`src/rtl/spi_pkg.sv`:
```
// Shared types and default constants for the SPI master controller.
package spi_pkg;

  localparam int unsigned SPI_DATA_WIDTH = 8;
  localparam int unsigned SPI_CLK_DIV    = 4;

  typedef enum logic [2:0] {
    ST_IDLE  = 3'd0,
    ST_LOAD  = 3'd1,
    ST_SHIFT = 3'd2,
    ST_STORE = 3'd3,
    ST_DONE  = 3'd4
  } spi_state_t;

endpackage

```
`src/rtl/spi_clk_gen.sv`:
```
// SCLK divider: toggles sclk every CLK_DIV cycles while en is high and
// emits one-cycle strobes in the first cycle of each new sclk level.
module spi_clk_gen #(
  parameter int unsigned CLK_DIV = 4
) (
  input  logic clk,
  input  logic rst,
  input  logic en,
  output logic sclk,
  output logic rise_stb,
  output logic fall_stb
);

  localparam int unsigned CNT_W = (CLK_DIV > 1) ? $clog2(CLK_DIV) : 1;

  logic [CNT_W-1:0] cnt_q, cnt_d;
  logic             sclk_q, sclk_d;
  logic             rise_q, rise_d;
  logic             fall_q, fall_d;

  // Dropping en parks sclk low without producing a fall strobe.
  always_comb begin
    cnt_d  = cnt_q;
    sclk_d = sclk_q;
    rise_d = 1'b0;
    fall_d = 1'b0;
    if (!en) begin
      cnt_d  = '0;
      sclk_d = 1'b0;
    end else if (cnt_q == CNT_W'(CLK_DIV - 1)) begin
      cnt_d  = '0;
      sclk_d = !sclk_q;
      rise_d = !sclk_q;
      fall_d = sclk_q;
    end else begin
      cnt_d = cnt_q + CNT_W'(1);
    end
  end

  always_ff @(posedge clk or posedge rst) begin
    if (rst) begin
      cnt_q  <= '0;
      sclk_q <= 1'b0;
      rise_q <= 1'b0;
      fall_q <= 1'b0;
    end else begin
      cnt_q  <= cnt_d;
      sclk_q <= sclk_d;
      rise_q <= rise_d;
      fall_q <= fall_d;
    end
  end

  assign sclk     = sclk_q;
  assign rise_stb = rise_q;
  assign fall_stb = fall_q;

endmodule

```
`src/rtl/spi_master_ctrl.sv`:
```
// SPI mode-0 master draining a TX FIFO and filling an RX FIFO, MSB first.
// Optional SPI_CTRL_LOOPBACK_EN adds a loopback input that samples mosi instead of miso.
module spi_master_ctrl
  import spi_pkg::*;
#(
  parameter int unsigned DATA_WIDTH = SPI_DATA_WIDTH,
  parameter int unsigned CLK_DIV    = SPI_CLK_DIV
) (
  input  logic                  clk,
  input  logic                  rst,
  input  logic                  enable,
`ifdef SPI_CTRL_LOOPBACK_EN
  input  logic                  loopback,
`endif
  input  logic [DATA_WIDTH-1:0] tx_data,
  input  logic                  tx_empty,
  output logic                  tx_rd_en,
  output logic [DATA_WIDTH-1:0] rx_data,
  input  logic                  rx_full,
  output logic                  rx_wr_en,
  output logic                  sclk,
  output logic                  mosi,
  input  logic                  miso,
  output logic                  cs_n,
  output logic                  busy
);

  localparam int unsigned BIT_W = $clog2(DATA_WIDTH + 1);
  localparam int unsigned DIV_W = (CLK_DIV > 1) ? $clog2(CLK_DIV) : 1;

  spi_state_t            state_q, state_d;
  logic [DATA_WIDTH-1:0] shift_q, shift_d;
  logic [DATA_WIDTH-1:0] rx_shift_q, rx_shift_d;
  logic [DATA_WIDTH-1:0] rx_data_q, rx_data_d;
  logic [BIT_W-1:0]      bit_cnt_q, bit_cnt_d;
  logic [DIV_W-1:0]      done_cnt_q, done_cnt_d;
  logic                  tx_rd_en_q, tx_rd_en_d;
  logic                  rx_wr_en_q, rx_wr_en_d;
  logic                  cs_n_q, cs_n_d;
  logic                  busy_q, busy_d;
  logic                  mosi_q, mosi_d;
  logic                  clk_en_c;
  logic                  sample_bit_c;
  logic                  rise_stb;
  logic                  fall_stb;

`ifdef SPI_CTRL_LOOPBACK_EN
  assign sample_bit_c = loopback ? mosi_q : miso;
`else
  assign sample_bit_c = miso;
`endif

  // Divider also runs during LOAD so SHIFT ends on the cycle of the last fall.
  assign clk_en_c = (state_d == ST_SHIFT);

  spi_clk_gen #(
    .CLK_DIV (CLK_DIV)
  ) u_clk_gen (
    .clk      (clk),
    .rst      (rst),
    .en       (clk_en_c),
    .sclk     (sclk),
    .rise_stb (rise_stb),
    .fall_stb (fall_stb)
  );

  always_comb begin
    state_d    = state_q;
    shift_d    = shift_q;
    rx_shift_d = rx_shift_q;
    rx_data_d  = rx_data_q;
    bit_cnt_d  = bit_cnt_q;
    done_cnt_d = done_cnt_q;
    tx_rd_en_d = 1'b0;
    rx_wr_en_d = 1'b0;

    unique case (state_q)
      ST_IDLE: begin
        if (enable && !tx_empty) state_d = ST_LOAD;
      end
      ST_LOAD: begin
        state_d = ST_SHIFT;
      end
      ST_SHIFT: begin
        if (rise_stb) rx_shift_d = (rx_shift_q << 1) | DATA_WIDTH'(sample_bit_c);
        if (fall_stb) begin
          shift_d   = shift_q << 1;
          bit_cnt_d = bit_cnt_q + BIT_W'(1);
          if (bit_cnt_q == BIT_W'(DATA_WIDTH - 1)) state_d = ST_STORE;
        end
      end
      ST_STORE: begin
        // Strobe is registered, so it lands one cycle after rx_full is seen low.
        if (!rx_full) begin
          rx_wr_en_d = 1'b1;
          rx_data_d  = rx_shift_q;
          done_cnt_d = '0;
          state_d    = (enable && !tx_empty) ? ST_LOAD : ST_DONE;
        end
      end
      ST_DONE: begin
        if (done_cnt_q == DIV_W'(CLK_DIV - 1)) begin
          done_cnt_d = '0;
          state_d    = ST_IDLE;
        end else begin
          done_cnt_d = done_cnt_q + DIV_W'(1);
        end
      end
      default: state_d = ST_IDLE;
    endcase

    if (state_d == ST_LOAD) begin
      tx_rd_en_d = 1'b1;
      shift_d    = tx_data;
      rx_shift_d = '0;
      bit_cnt_d  = '0;
    end

    cs_n_d = (state_d == ST_IDLE);
    busy_d = (state_d != ST_IDLE);
    mosi_d = shift_d[DATA_WIDTH-1];
  end

  always_ff @(posedge clk or posedge rst) begin
    if (rst) begin
      state_q    <= ST_IDLE;
      shift_q    <= '0;
      rx_shift_q <= '0;
      rx_data_q  <= '0;
      bit_cnt_q  <= '0;
      done_cnt_q <= '0;
      tx_rd_en_q <= 1'b0;
      rx_wr_en_q <= 1'b0;
      cs_n_q     <= 1'b1;
      busy_q     <= 1'b0;
      mosi_q     <= 1'b0;
    end else begin
      state_q    <= state_d;
      shift_q    <= shift_d;
      rx_shift_q <= rx_shift_d;
      rx_data_q  <= rx_data_d;
      bit_cnt_q  <= bit_cnt_d;
      done_cnt_q <= done_cnt_d;
      tx_rd_en_q <= tx_rd_en_d;
      rx_wr_en_q <= rx_wr_en_d;
      cs_n_q     <= cs_n_d;
      busy_q     <= busy_d;
      mosi_q     <= mosi_d;
    end
  end

  assign tx_rd_en = tx_rd_en_q;
  assign rx_wr_en = rx_wr_en_q;
  assign rx_data  = rx_data_q;
  assign cs_n     = cs_n_q;
  assign busy     = busy_q;
  assign mosi     = mosi_q;

endmodule

```
`config.mk`:
```
export PLATFORM = sky130hd
export DESIGN_NAME = spi_master_ctrl
export DESIGN_NICKNAME = d
export VERILOG_FILES = /design/src/rtl/spi_pkg.sv /design/src/rtl/spi_clk_gen.sv /design/src/rtl/spi_master_ctrl.sv
export SDC_FILE = /design/constraint.sdc
export NUM_CORES = 1
export LEC_CHECK = 0
export ABC_CLOCK_PERIOD_IN_PS = 5600
export CAP_MARGIN = 20
export CORE_UTILIZATION = 55
export CTS_CLUSTER_DIAMETER = 80
export DETAILED_ROUTE_END_ITERATION = 12
export HOLD_SLACK_MARGIN = 0.08
export PLACE_DENSITY = 0.89
export SYNTH_ARGS = -nofsm -noshare
export SYNTH_HDL_FRONTEND = slang
export SYNTH_SLANG_ARGS = --single-unit
```
`constraint.sdc`:
```
create_clock -name clk -period 5.6 [get_ports clk]
set_clock_uncertainty 0.2 [all_clocks]
set_input_delay 0.56 -clock clk [delete_from_list [all_inputs] [get_ports clk]]
set_output_delay 0.56 -clock clk [all_outputs]
set_load 0.01 [all_outputs]
```
## Word level (Yosys, flattened, before mapping)

Cells that the tools add are included.

| storage, ports and cells | value |
|---|---|
| bits of input ports | 14 |
| word-level logic and storage cells | 75 |
| bits in registers | 42 |

| cells by class | value |
|---|---|
| bitwise operators | 2 |
| add/sub/neg operators | 3 |
| equality and inequality tests | 11 |
| mux-type cells | 30 |
| reductions and logical operators | 14 |

Operators by type and width:

| operator | number |
|---|---|
| $mux W8 | 6 |
| $mux W3 | 6 |
| $pmux W3 S5 | 1 |
| $mux W4 | 3 |
| $eq A3 B2 Y1 const B | 3 |
| $mux W1 | 9 |
| $mux W2 | 4 |
| $or A8 B1 Y8 | 1 |
| $reduce_and A2 Y1 | 4 |
| $reduce_bool A2 Y1 | 4 |
| $eq A3 B1 Y1 const B | 2 |
| $logic_not A3 Y1 | 2 |
| $add A2 B1 Y2 const B | 2 |
| $add A4 B1 Y4 const B | 1 |
| $eq A2 B2 Y1 const B | 2 |
| $eq A4 B3 Y1 const B | 1 |
| $ne A2 B2 Y1 const B | 2 |
| $pmux W2 S2 | 1 |
| $eq A3 B3 Y1 const B | 1 |
| $reduce_bool A3 Y1 | 1 |
| $logic_not A1 Y1 | 2 |
| $logic_and A1 B1 Y1 | 1 |
| $not A1 Y1 | 1 |

## Longest topological paths before layout

Gate-level depths: netlist of the first run.

| depth | value |
|---|---|
| depth in word-level cells | 8 |
| gate-level depth with buffers | 8 |
| depth with buffers taken out | 5 |

## Modules after synthesis

Synthesis of the first run repeated with hierarchy kept, for this count alone.

| unflattened totals | value |
|---|---|
| cell total of the unflattened synthesis | 150 |
| area total of the unflattened synthesis | 1911.8 µm² |

By module, submodules not included:

| module | area each (µm²) | sequential area each (µm²) | cells an instance | instances |
|---|---|---|---|---|
| spi_master_ctrl | 1711.6 | 927.1 | 136 | 1 |
| spi_clk_gen | 200.2 | 125.1 | 14 | 1 |

## Worst setup path before layout of the first run

OpenSTA, ideal clock, no wires.

| path | value |
|---|---|
| path type | input to register |
| from | in tx_empty |
| to | reg shift_q[0] |
| required time | 5.275 ns |
| buffers on the path | 1 |
| setup time | 0.125 ns |
| arrival | 2.008 ns |
| stages | 5 |
| setup slack | 3.267 ns |
| cell sequence | nand2b_1 -> or4_1 -> a311oi_4 -> buf_6 -> mux2_4 |

| between the ends | value |
|---|---|
| word-level cells in the longest chain between the ends | 8 |
| elaborated cells on any way between the ends | 11 |
| those cells by class | 1 x eq/ne; 5 x mux; 5 x reduce/logical |

RTL lines:

| element | line | RTL |
|---|---|---|
| start: declaration | spi_master_ctrl.sv:16 | `input logic tx_empty,` |
| $logic_not A1 Y1 (*) | spi_master_ctrl.sv:79, spi_master_ctrl.sv:98 |  |
| $logic_and A1 B1 Y1 (*) | spi_master_ctrl.sv:79, spi_master_ctrl.sv:98 |  |
| $mux W3 | spi_master_ctrl.sv:98 | `state_d = (enable && !tx_empty) ? ST_LOAD : ST_DONE;` |
| $mux W3 | spi_master_ctrl.sv:94 | `if (!rx_full) begin` |
| $pmux W3 S5 (*) | spi_master_ctrl.sv:77 | `unique case (state_q)` |
| $eq A3 B1 Y1 (*) | spi_master_ctrl.sv:112 | `if (state_d == ST_LOAD) begin` |
| $reduce_bool A2 Y1 (no source line) | -- |  |
| $reduce_and A2 Y1 (no source line) | -- |  |
| end signal: assignment | spi_master_ctrl.sv:139 | `shift_q <= shift_d;` |
| end: declaration | spi_master_ctrl.sv:32 | `logic [DATA_WIDTH-1:0] shift_q, shift_d;` |

Mark *: on every way between the ends. The rest lies on a longest branch, timed or not.
A chain may end at the register's enable or synchronous reset.

## Worst setup path in the final report of the first run

| path | value |
|---|---|
| from | in rx_full |
| to | reg shift_q[6] |

| between the ends | value |
|---|---|
| word-level cells in the longest chain between the ends | 5 |
| elaborated cells on any way between the ends | 7 |
| those cells by class | 1 x eq/ne; 3 x mux; 3 x reduce/logical |

RTL lines:

| element | line | RTL |
|---|---|---|
| start: declaration | spi_master_ctrl.sv:19 | `input logic rx_full,` |
| $mux W3 (*) | spi_master_ctrl.sv:94 |  |
| $pmux W3 S5 (*) | spi_master_ctrl.sv:77 |  |
| via state_d[2] | spi_master_ctrl.sv:31 | `spi_state_t state_q, state_d;` |
| $eq A3 B1 Y1 (*) | spi_master_ctrl.sv:112 |  |
| $reduce_bool A2 Y1 (no source line) | -- |  |
| $reduce_and A2 Y1 (no source line) | -- |  |

Mark *: on every way through the listed nets, which the timed path passes. The rest lies on a longest branch.

==> run metrics, run 1 <==
status=completed; Main synth FF type=dfrtp_1; Synth Net Count=159; global-route wire length before repair=5420 microns; worst vdd ir=256 uV; RD Place Congestion=0.734; Synth Area in Simple Gates=15.5%; post-layout util=69.3%; synth unique cells=35; number of flops mapped to enable cells by yosys=0; Final Hold Fails=0; top post-synthesis cells by area=dfrtp_1 (53%), mux2_2 (8.1%), nor2_4 (5.2%); pwr dens=488 nW/um^2; Routed Antenna Nets=0; P_sw=350 uW; FMAX=361 MHz; leakage=0.00101 uW; Slew HR=62.7%; Layout area overhead=20.3%; CTS H-tree depth=2; core area=3360 sq um; # DRC=0; port buffer count=27; RSZ-0062 raised after global routing=no; post-synthesis compound-gate area fraction=4.52%; Post-synth ARST share=100%; via-per-instance ratio=5.27; clock tree buffer depth=2; worst hold slack=277 ps; largest family of logic cells by synthesized area=multiplexers; count leader, synth=dfrtp_1; CTS tree=built; first drt pass iteration count=4; top cells by count, synth=dfrtp_1 (41), mux2_2 (14), mux2i_1 (9), nor2_4 (9), nor2_1 (7); setup tns final=0 ps; post-synthesis mux area share=17.8%; Reg power frac=44.0%; sequential area share after synthesis=54.3%; Worst Tran Pin Value=559 ps; kind of critical path=primary input to register; WL/cell=15.1 microns; Worst Setup End Kind=register; Final period util=49.4%; Clk pin slew, worst setup/hold paths=110 ps; Crit path required time=5640 ps; post-CTS sizing=0; io pins=28; TritonCTS buffer count=5; vias in the first global route=1,206; MaxCap Viol Count=0; post-route minimum period=2770 ps; type of origin of the critical path=primary input; # setup viols final=0; Yosys Warn Count=0; Post-DP HPWL=2340 microns; worst skew pair latency=350 ps; Initial Util=57.7%; Fill cells=270; Synth area leader=dfrtp_1; crit-path max FO=21; setup bufs post-CTS=0; switching power share of the total=30.8%; synthesized area=1940 sq um; routed wire length=3300 microns; Power Internal=787 uW; CTS root buffer=clkbuf_4; Die X=61.4 microns; initial antenna violation count=0; Synth Instances=142; number of synthesized register bits=42; DRT iter0 DRCs=45; clk sinks=42; Final Slew Violations=0; post-synthesis adder-cell area fraction=1.94%; ratio of cells with drive above 1 in the final layout=24.9%; Die Y=61.4 microns; xor and xnor area share after synthesis=1.81%; grt total ovfl=0; Critical Path AT=2810 ps; Clock power frac=21.7%; Layout Nets=189; syn_area_per_cell=13.7 sq um; via count=1,154; Yosys top cell area share=52.9%; Site Rows=21; Die Area=3770 sq um; # diodes=0; largest net degree at the start of global routing=43; worst min path class=register to register; combinational group share of total power=34.2%; Hold-fix buffers, CTS=0; GR Util All Layers=20.9%
-- worst max-delay path: stages --
cell and delay (ps):
clkdlybuf4s50_1 500, and4bb_1 390, a22o_1 350, a311oi_4 210
buf_4 410, mux2_1 370
-- power groups by stage --
stage                     sequential (uW)  clock (uW)  combinational, uW
after detailed placement              507           0                392
final                                 500         247                389
after CTS                             500         252                394
after floorplan                       497           0                266
after global routing                  514         262                430
after global placement                493           0                374
-- state kept, by name, indices dropped and copies added, names as in the netlist, 2 cells and up --
name,count
shift_q,8
done_cnt_q,2
rx_shift_q,8
u_clk_gen.cnt_q,2
bit_cnt_q,4
rx_data,8
state_q,3
-- metal layers --
layer  up-vias  part of all wire, %  global-route usage [%]
li1        557                    -                       -
met1       563                   43                    25.2
met2        25                   52                    34.9
met3         9                  3.1                    5.04
met4         0                  2.8                    10.8
met5         -                    0                       0
-- logic make-up after synthesis --
group | after synthesis
AOI/OAI and AO/OA | 9
adders and majority gates | 3
xor gates and xnor gates | 4
buffers and inverters | 11
and+or+nand+nor | 43
muxes | 30
DFF | 42
-- stage by stage --
stage,worst slack (ps),std cells,cell area [sq um],power [uW]
6_report,2830,219,2330,1140
5_1_grt,2680,219,2330,1210
4_1_cts,2840,219,2330,1150
3_5_place_dp,2470,211,2220,899
3_3_place_gp,2570,211,2220,867
2_1_floorplan,3270,142,1940,762
-- cells in the final DEF, fill, tap and decap left out, drive strengths merged --
cell	n
dfstp	1
xor2	2
a22o	1
a211o	1
or3b	1
ha	3
nand4	2
nor3	4
o221ai	1
nor2b	3
or3	1
and3	2
o22ai	2
a311oi	1
or4	1
a21oi	2
mux2	21
and4bb	3
dfrtp	41
a211oi	1
clkbuf	6
bufinv	2
nand4b	1
xnor2	2
nor2	16
nand2	6
mux2i	9
buf	2
clkdlybuf4s50	27
inv	5
nand2b	3
-- final cells by class --
| type | count | area (sq um) | share of cell area, % |
|---|---|---|---|
| clock buffers | 6 | 51.3 | 2.20 |
| clock inverters | 2 | 60.1 | 2.58 |
| inverters | 5 | 18.8 | 0.805 |
| multi-input cells | 89 | 807 | 34.6 |
| flip-flops and latches | 42 | 1050 | 45.1 |
| well taps | 46 | 57.6 | 2.47 |
| repair buffers | 29 | 285 | 12.2 |
-- worst paths after layout --
kind                       slack, ps                    startpoint  cells after the start                           end
max                             2830                       rx_full                      6        shift_q[6]$_DFFE_PP0P_
min                              280  u_clk_gen.cnt_q[0]$_DFF_PP0_                      1  u_clk_gen.cnt_q[0]$_DFF_PP0_
max reg2reg                     2850          state_q[0]$_DFF_PP0_                      5        shift_q[6]$_DFFE_PP0P_
min reg2reg                      280  u_clk_gen.cnt_q[0]$_DFF_PP0_                      1  u_clk_gen.cnt_q[0]$_DFF_PP0_
max in group asynchronous       4400                           rst                      3                cs_n$_DFF_PP1_
min in group asynchronous        420                           rst                      3     rx_shift_q[2]$_DFFE_PP0P_
Note: power is estimated with default switching activity, not from simulation.
==> run 2, diff against run 1 <==
- ABC_CLOCK_PERIOD_IN_PS: 5600 -> 2500
- CORE_UTILIZATION: 55 -> 48
- PLACE_DENSITY: 0.89 -> 0.83
- clock period: 5.6 -> 2.5 ns (I/O delays scaled with it)
==> run 2 against run 1 <==
Utilization fell by 6.2 points. Power rose by 120%. Sequential share of layout area fell by 0.92 points. Die area rose by 14%. Highest routed layer unchanged.
==> run metrics, run 2 (synthesis results as in run 1) <==
status=completed; RSZ-0062 raised after global routing=no; kind of critical path=register to register; setup bufs post-CTS=0 (unchanged); Final period util=92.5%; Power Internal=1690 uW (+110%); Reg2Reg Launch Point=state_q[0]$_DFF_PP0_; CTS H-tree depth=2 (unchanged); Critical Path AT=2280 ps (-530 ps); Die Area=4300 sq um (+14%); Clock power frac=17.9% (-3.8 points); Layout area overhead=22.8%; combinational group share of total power=36.9% (+2.7 points); Slew HR=66.2% (+3.6 points); Worst Tran Pin Value=506 ps (-52.3 ps); Reg power frac=45.2% (+1.2 points); worst skew pair latency=280 ps (-70 ps); Die X=65.6 microns (+6.8%); Fill cells=266 (-1.5%); Crit Reg-Reg Endpoint=shift_q[6]$_DFFE_PP0P_; io pins=28 (unchanged); MaxCap Viol Count=0 (unchanged); CTS root buffer=clkbuf_8; clk sinks=42 (unchanged); vias in the first global route=1,200 (-0.50%); crit-path max FO=10 (-52%); grt total ovfl=0 (unchanged); post-CTS sizing=0 (unchanged); first drt pass iteration count=3 (-1); Final Slew Violations=0 (unchanged); slowest stage cell, crit path=or4_1; Crit path required time=2470 ps (-3170 ps); clock tree buffer depth=2 (unchanged); via-per-instance ratio=5.15 (-2.2%); Clk pin slew, worst setup/hold paths=80 ps (-30 ps); GR Util All Layers=16.3% (-4.6 points); type of origin of the critical path=register; CTS tree=built; via count=1,165 (+0.95%); ratio of cells with drive above 1 in the final layout=27.0% (+2.1 points); worst min path class=primary input to asynchronous set/reset pin; worst slack, placed=32.9 ps (-2440 ps); pwr dens=1030 nW/um^2 (+110%); Post-DP HPWL=2190 microns (-6.4%); DRT iter0 DRCs=51 (+13%); P_sw=774 uW (+120%); leakage=0.00103 uW (+2.0%); Routed Antenna Nets=0 (unchanged); Worst R2R Setup Slack=190 ps (-2660 ps); worst path cell trace=or4_1, a311oi_4, buf_12, mux2_1; Hold-fix buffers, CTS=0 (unchanged); routed wire length=3080 microns (-6.8%); Worst Setup End Kind=register; post-route minimum period=2310 ps; # diodes=0 (unchanged); Final Hold Fails=0 (unchanged); # setup viols final=0 (unchanged); worst vdd ir=487 uV (+90%); setup slack after layout=187 ps (-2640 ps); Layout Nets=194 (+2.6%); most common cell after layout, fill and taps aside=dfrtp_1; crit path to=shift_q[6]$_DFFE_PP0P_; FMAX=432 MHz; TritonCTS buffer count=5 (unchanged); Critical path origin=state_q[0]$_DFF_PP0_; Site Rows=22 (+4.8%); R2R depth=4 (-1); Largest stage delay, worst path=660 ps (+160 ps); initial antenna violation count=0 (unchanged); Initial Util=51.4% (-6.2 points); WL/cell=13.6 microns (-9.7%); RD Place Congestion=0.837 (+14%); # DRC=0 (unchanged); switching power share of the total=31.4% (+0.68 points); core area=3770 sq um (+12%); setup tns final=0 ps (unchanged); most frequent cells in the layout=dfrtp_1 (41), clkdlybuf4s50_1 (27), mux2_2 (14), mux2i_1 (9), nor2_4 (9); Die Y=65.6 microns (+6.8%); largest net degree at the start of global routing=43 (unchanged); port buffer count=27 (unchanged); global-route wire length before repair=5310 microns (-2.0%)
[run 2: cell count changes in the layout (fill, tap and decap cells not counted), sizes merged]
| cell | delta |
|---|---|
| buf | +5 |
| bufinv | -2 |
| clkinv | +1 |
| clkinvlp | +1 |
[run 2: critical path, delay by kind of cell, from the launching register on]
kind	cells	cell delay (ps)
and+or+nand+nor	1	660
DFF	1	490
AOI/OAI and AO/OA	1	350
muxes	1	320
buffers and inverters	1	180
[run 2: how the worst min path moves through the flow]
stage	from	slack [ps]	depth (start not counted)	endpoint
finish	rst	180	3	rx_shift_q[0]$_DFFE_PP0P_
detailed placement	u_clk_gen.cnt_q[0]$_DFF_PP0_	240	1	u_clk_gen.cnt_q[0]$_DFF_PP0_
global route	rst	250	3	rx_shift_q[0]$_DFFE_PP0P_
floorplan	tx_data[5]	180	1	shift_q[5]$_DFFE_PP0P_
CTS	rst	200	3	shift_q[2]$_DFFE_PP0P_
global placement	u_clk_gen.cnt_q[0]$_DFF_PP0_	230	1	u_clk_gen.cnt_q[0]$_DFF_PP0_
[run 2: final cells by class]
cell class | count | area [sq um] | share of cell area (%)
clock buffers | 6 | 82.6 | 3.47
clock inverters | 2 | 12.5 | 0.525
inverters | 5 | 18.8 | 0.788
multi-input cells | 89 | 807 | 33.9
flip-flops and latches | 42 | 1050 | 44.2
well taps | 48 | 60.1 | 2.52
repair buffers | 34 | 348 | 14.6
[run 2: stage by stage]
| stage | cells | total power, uW | hold WS, ps | utilization [%] | instance area [sq um] |
|---|---|---|---|---|---|
| 2_1_floorplan | 142 | 1710 | 185 | - | 1940 |
| 3_3_place_gp | 218 | 1980 | 228 | 60.6 | 2290 |
| 3_5_place_dp | 218 | 2040 | 236 | 60.6 | 2290 |
| 4_1_cts | 226 | 2490 | 203 | 63.1 | 2380 |
| 5_1_grt | 226 | 2620 | 250 | 63.1 | 2380 |
| 6_report | 226 | 2460 | 182 | 63.1 | 2380 |
[run 2: metal layers]
metal	wire, microns	track usage (%)	vias up
li1	-	-	563
met1	1420	21.3	584
met2	1550	26.0	14
met3	69	3.13	4
met4	36	7.61	0
met5	0	0	-
[run 2: power groups by stage]
| stage | Sequential (uW) | Clock (uW) | Combinational [uW] |
|---|---|---|---|
| 6_report | 1110 | 440 | 908 |
| 2_1_floorplan | 1110 | 0 | 595 |
| 3_5_place_dp | 1120 | 0 | 921 |
| 4_1_cts | 1120 | 452 | 923 |
| 3_3_place_gp | 1100 | 0 | 881 |
| 5_1_grt | 1150 | 477 | 995 |
==> run 3, diff against run 2 <==
- TNS_END_PERCENT: not set -> 20
==> results of run 3 <==
Final layout, timing and power as in run 2 (identical DEF).
==> RTL change 1 (config.mk and constraints of run 1) <==
Encoding of `spi_state_t`: now Gray code (3 bits for 5 states).
--- a/src/rtl/spi_pkg.sv
+++ b/src/rtl/spi_pkg.sv
@@ -6,9 +6,9 @@
 
   typedef enum logic [2:0] {
-    ST_IDLE  = 3'd0,
-    ST_LOAD  = 3'd1,
-    ST_SHIFT = 3'd2,
-    ST_STORE = 3'd3,
-    ST_DONE  = 3'd4
+    ST_IDLE  = 3'b000,
+    ST_LOAD  = 3'b001,
+    ST_SHIFT = 3'b011,
+    ST_STORE = 3'b010,
+    ST_DONE  = 3'b110
   } spi_state_t;
 
Behaviour: no difference found for any inputs over 10 cycles, from zero or initial values and one cycle with rst high; not proved beyond that.
==> RTL change 1 against run 1 <==
  * Final area is 2.8% lower
  * Wire length is 7.6% higher
  * Worst setup slack better by 0.57 ns
  * Total power is 21% lower
  * Register-to-register slack better by 0.73 ns
  * Area after synthesis is 0.19% lower
  * Largest cell class unchanged
  * Critical endpoint is now shift_q[7]
  * Fmax is 26% higher
  * Critical path type unchanged
  * Highest routed layer unchanged
  * Sequential cell count stayed put
==> RTL change 1: results (changes against run 1) <==
status - completed
clock-pin slew on the worst setup and hold paths - 0.12 ns
maximum vdd drop - 182 µV (-29%)
vias in the first global route - 1250 (+3.6%)
WL final - 3550 µm (+7.6%)
async set-reset flop share out of synthesis - 100% (unchanged)
Worst R2R Start - state_q[2]
share of post-route cells with drive strength above 1 - 16.1% (-8.8 points)
Critical Path Slowest Stage Cell - nor2b_1
Synth top cells by count - dfrtp_1, nand2_1, a21oi_1
first-pass GRT wire length - 5720 µm (+5.5%)
R2R Setup Slk - 3.58 ns (+0.73 ns)
Syn Nets - 182 (+14%)
routability cong. - 0.775 (+5.6%)
Cells after DPL - 231 (+9.5%)
crit path capture type - flip-flop
Yosys cell types - 39 (+11%)
via density per instance - 5.50 (+4.3%)
Synth top area share - 53.0% (+0.10 points)
drt wl/cell - 14.9 µm (-1.4%)
Lkg Pwr - 0.000980 µW (-3.0%)
Crit path max-delay family - simple AND/OR/NAND/NOR gates
Final #Nets - 209 (+11%)
pre-CTS setup slack - 3.05 ns (+0.578 ns)
crit path launch - enable
Setup WS post-layout - 3.40 ns (+0.565 ns)
register area share after synthesis - 54.4% (+0.11 points)
HPWL after detailed placement - 2540 µm (+8.3%)
WHS - 0.251 ns (-0.0258 ns)
Slew headroom - 48.8% (-14 points)
Total GRT Usage - 21.4% (+0.54 points)
area after detailed placement - 0.00220 mm² (-0.85%)
drt first-iter violations - 43 (-4.4%)
[RTL change 1: cell types whose count changed in the layout (fill, tap and decap cells not counted), moves of 4 or more]
| cell | run 1 | this run |
|---|---|---|
| nand3_1 | 0 | 8 |
| mux2i_1 | 9 | 5 |
| a21oi_1 | 2 | 14 |
| nand2_1 | 6 | 21 |
| o21ai_0 | 0 | 6 |
| mux2_2 | 14 | 0 |
| nor2_4 | 9 | 0 |
| o21ai_2 | 0 | 6 |
[RTL change 1: cells by family (layout without fill, tap and decap cells)]
logic type | after synthesis | in the layout | synth area share, %
buf+inv | 14 | 42 | 4.72
xor+xnor | 2 | 2 | 0.905
fa+ha+maj | 3 | 3 | 1.94
flops | 42 | 42 | 54.4
mux | 13 | 13 | 8.79
compound gates | 36 | 36 | 13.1
simple gates | 55 | 55 | 16.2
[RTL change 1: cell type report]
cell class / count / area [µm²]
Tap cell: 46 / 57.6
Timing Repair Buffer: 28 / 278
Clock inverter: 2 / 12.5
Sequential cell: 42 / 1050
Clock buffer: 6 / 51.3
Multi-Input combinational cell: 109 / 792
Fill cell: 272 / 1100
Inverter: 6 / 22.5
[RTL change 1: worst reg2reg max path, stage by stage (launching register included)]
cell     delay (ns)
dfrtp_1        0.60
and4b_1        0.70
a21oi_1        0.09
a221o_1        0.32
[RTL change 1: layer usage]
layer / wire (µm) / track usage [%]
met1: 1480 / 26.5
met2: 1890 / 35.7
met3: 135 / 6.30
met4: 52 / 7.79
met5: 0 / 0
[RTL change 1: where the power goes]
| group | switching, µW | total (µW) | internal, µW |
|---|---|---|---|
| Combinational | 132 | 283 | 151 |
| Clock | 98.0 | 158 | 60.4 |
| Sequential | 80.4 | 456 | 375 |
| Total | 311 | 897 | 586 |
==> RTL change 2 (flow settings as in run 1) <==
Without the edit above. Change the package constant `SPI_CLK_DIV` from 4 to 2.
--- a/src/rtl/spi_pkg.sv
+++ b/src/rtl/spi_pkg.sv
@@ -3,5 +3,5 @@
 
   localparam int unsigned SPI_DATA_WIDTH = 8;
-  localparam int unsigned SPI_CLK_DIV    = 4;
+  localparam int unsigned SPI_CLK_DIV    = 2;
 
   typedef enum logic [2:0] {
Function: changed (Yosys sat finds a counterexample within 4 cycles, from zero or initial values and one cycle with rst high).
==> RTL change 2 against run 1 <==
  * Sequential cell count shrank 2
  * Highest routed layer unchanged
  * Fmax shrank 0.82%
  * Utilization shrank 0.31 points
  * Critical endpoint is now shift_q[4]
  * Final area shrank 8.2%
  * Wire length shrank 5.0%
  * Worst setup slack lost 0.023 ns
  * Largest cell class unchanged
  * Total power shrank 6.4%
  * Area after synthesis shrank 6.1%
==> RTL change 2: results (changes against run 1) <==
Net Sw Frac - 32.9% (+2.2 points)
Synth area leaders - dfrtp_1, mux2_2, nand2_1, mux2_4, a21oi_1
drt first-iter violations - 17 (-62%)
post-synthesis cell count - 150 (+5.6%)
Seq power - 505 µW (+1%)
routability cong. - 0.811 (+11%)
pre-CTS setup slack - 2.43 ns (-0.0470 ns)
Syn Nets - 165 (+3.8%)
Slew headroom - 36.9% (-26 points)
Synth top cells by count - dfrtp_1, nand2_1, mux2_2
HPWL after detailed placement - 2270 µm (-3.0%)
share of post-route cells with drive strength above 1 - 20.3% (-4.5 points)
Cells after DPL - 212 (+0.47%)
Layout fillers - 249 (-7.8%)
Final #Nets - 191 (+1.1%)
first-pass GRT wire length - 5290 µm (-2.5%)
Arr. time, crit path - 2.84 ns (+0.03 ns)
Total GRT Usage - 21.1% (+0.28 points)
Lkg Pwr - 0.000939 µW (-7.0%)
Clk. pwr - 153 µW (-38%)
maximum vdd drop - 245 µV (-4.1%)
via count - 1170 (+1.4%)
Slowest Stage Delay on Critical Path - 0.89 ns (+0.39 ns)
area after detailed placement - 0.00208 mm² (-6.5%)
status - completed
H-tree levels - 2 (unchanged)
register area share after synthesis - 55.0% (+0.76 points)
WL final - 3140 µm (-5.0%)
Critical Path Slowest Stage Cell - nor4bb_4
largest net degree at the start of global routing - 41 (-4.7%)
power per cell area - 497 mW/mm² (+1.9%)
## RTL change 2: cells by family (layout without fill, tap and decap cells)
family | count (synthesis) | after routing | share of synthesized area [%]
buffers and inverters | 17 | 44 | 6.11
xor gates and xnor gates | 4 | 4 | 1.92
and+or+nand+nor | 48 | 48 | 14.1
muxes | 20 | 20 | 13.1
DFF | 40 | 40 | 55.0
AOI/OAI and AO/OA | 20 | 20 | 9.07
adders and majority gates | 1 | 1 | 0.687
## RTL change 2: worst paths after layout
check	startpoint	to	slack, ns	cells after the start
worst max-delay path	state_q[0]	shift_q[4]	2.81	4
worst min register to register	u_clk_gen.cnt_q	u_clk_gen.cnt_q	0.31	1
min in group asynchronous	rst	shift_q[0]	0.40	3
worst max register to register	state_q[0]	shift_q[4]	2.81	4
worst min-delay path	u_clk_gen.cnt_q	u_clk_gen.cnt_q	0.31	1
max in group asynchronous	rst	cs_n	4.44	3
## RTL change 2: worst max-delay path: cells and delay by family, from the launching register on
family / cells / cell delay, ns
compound gates: 1 / 0.29
flops: 1 / 0.52
mux: 1 / 0.37
simple gates: 2 / 1.29
## RTL change 2: area by class of cell
cell class,count,area (µm²),share of cell area [%]
well taps,44,55.1,2.57
flip-flops and latches,40,1000,46.8
repair buffers,29,285,13.3
clock buffers,8,58.8,2.75
inverters,7,26.3,1.23
multi-input cells,93,714,33.4
## RTL change 2: per-layer routing
layer | global-route usage (%) | routed length, µm
met1 | 24.5 | 1340
met3 | 7.21 | 132
met4 | 12.0 | 78
met5 | 0 | 0
met2 | 34.2 | 1590
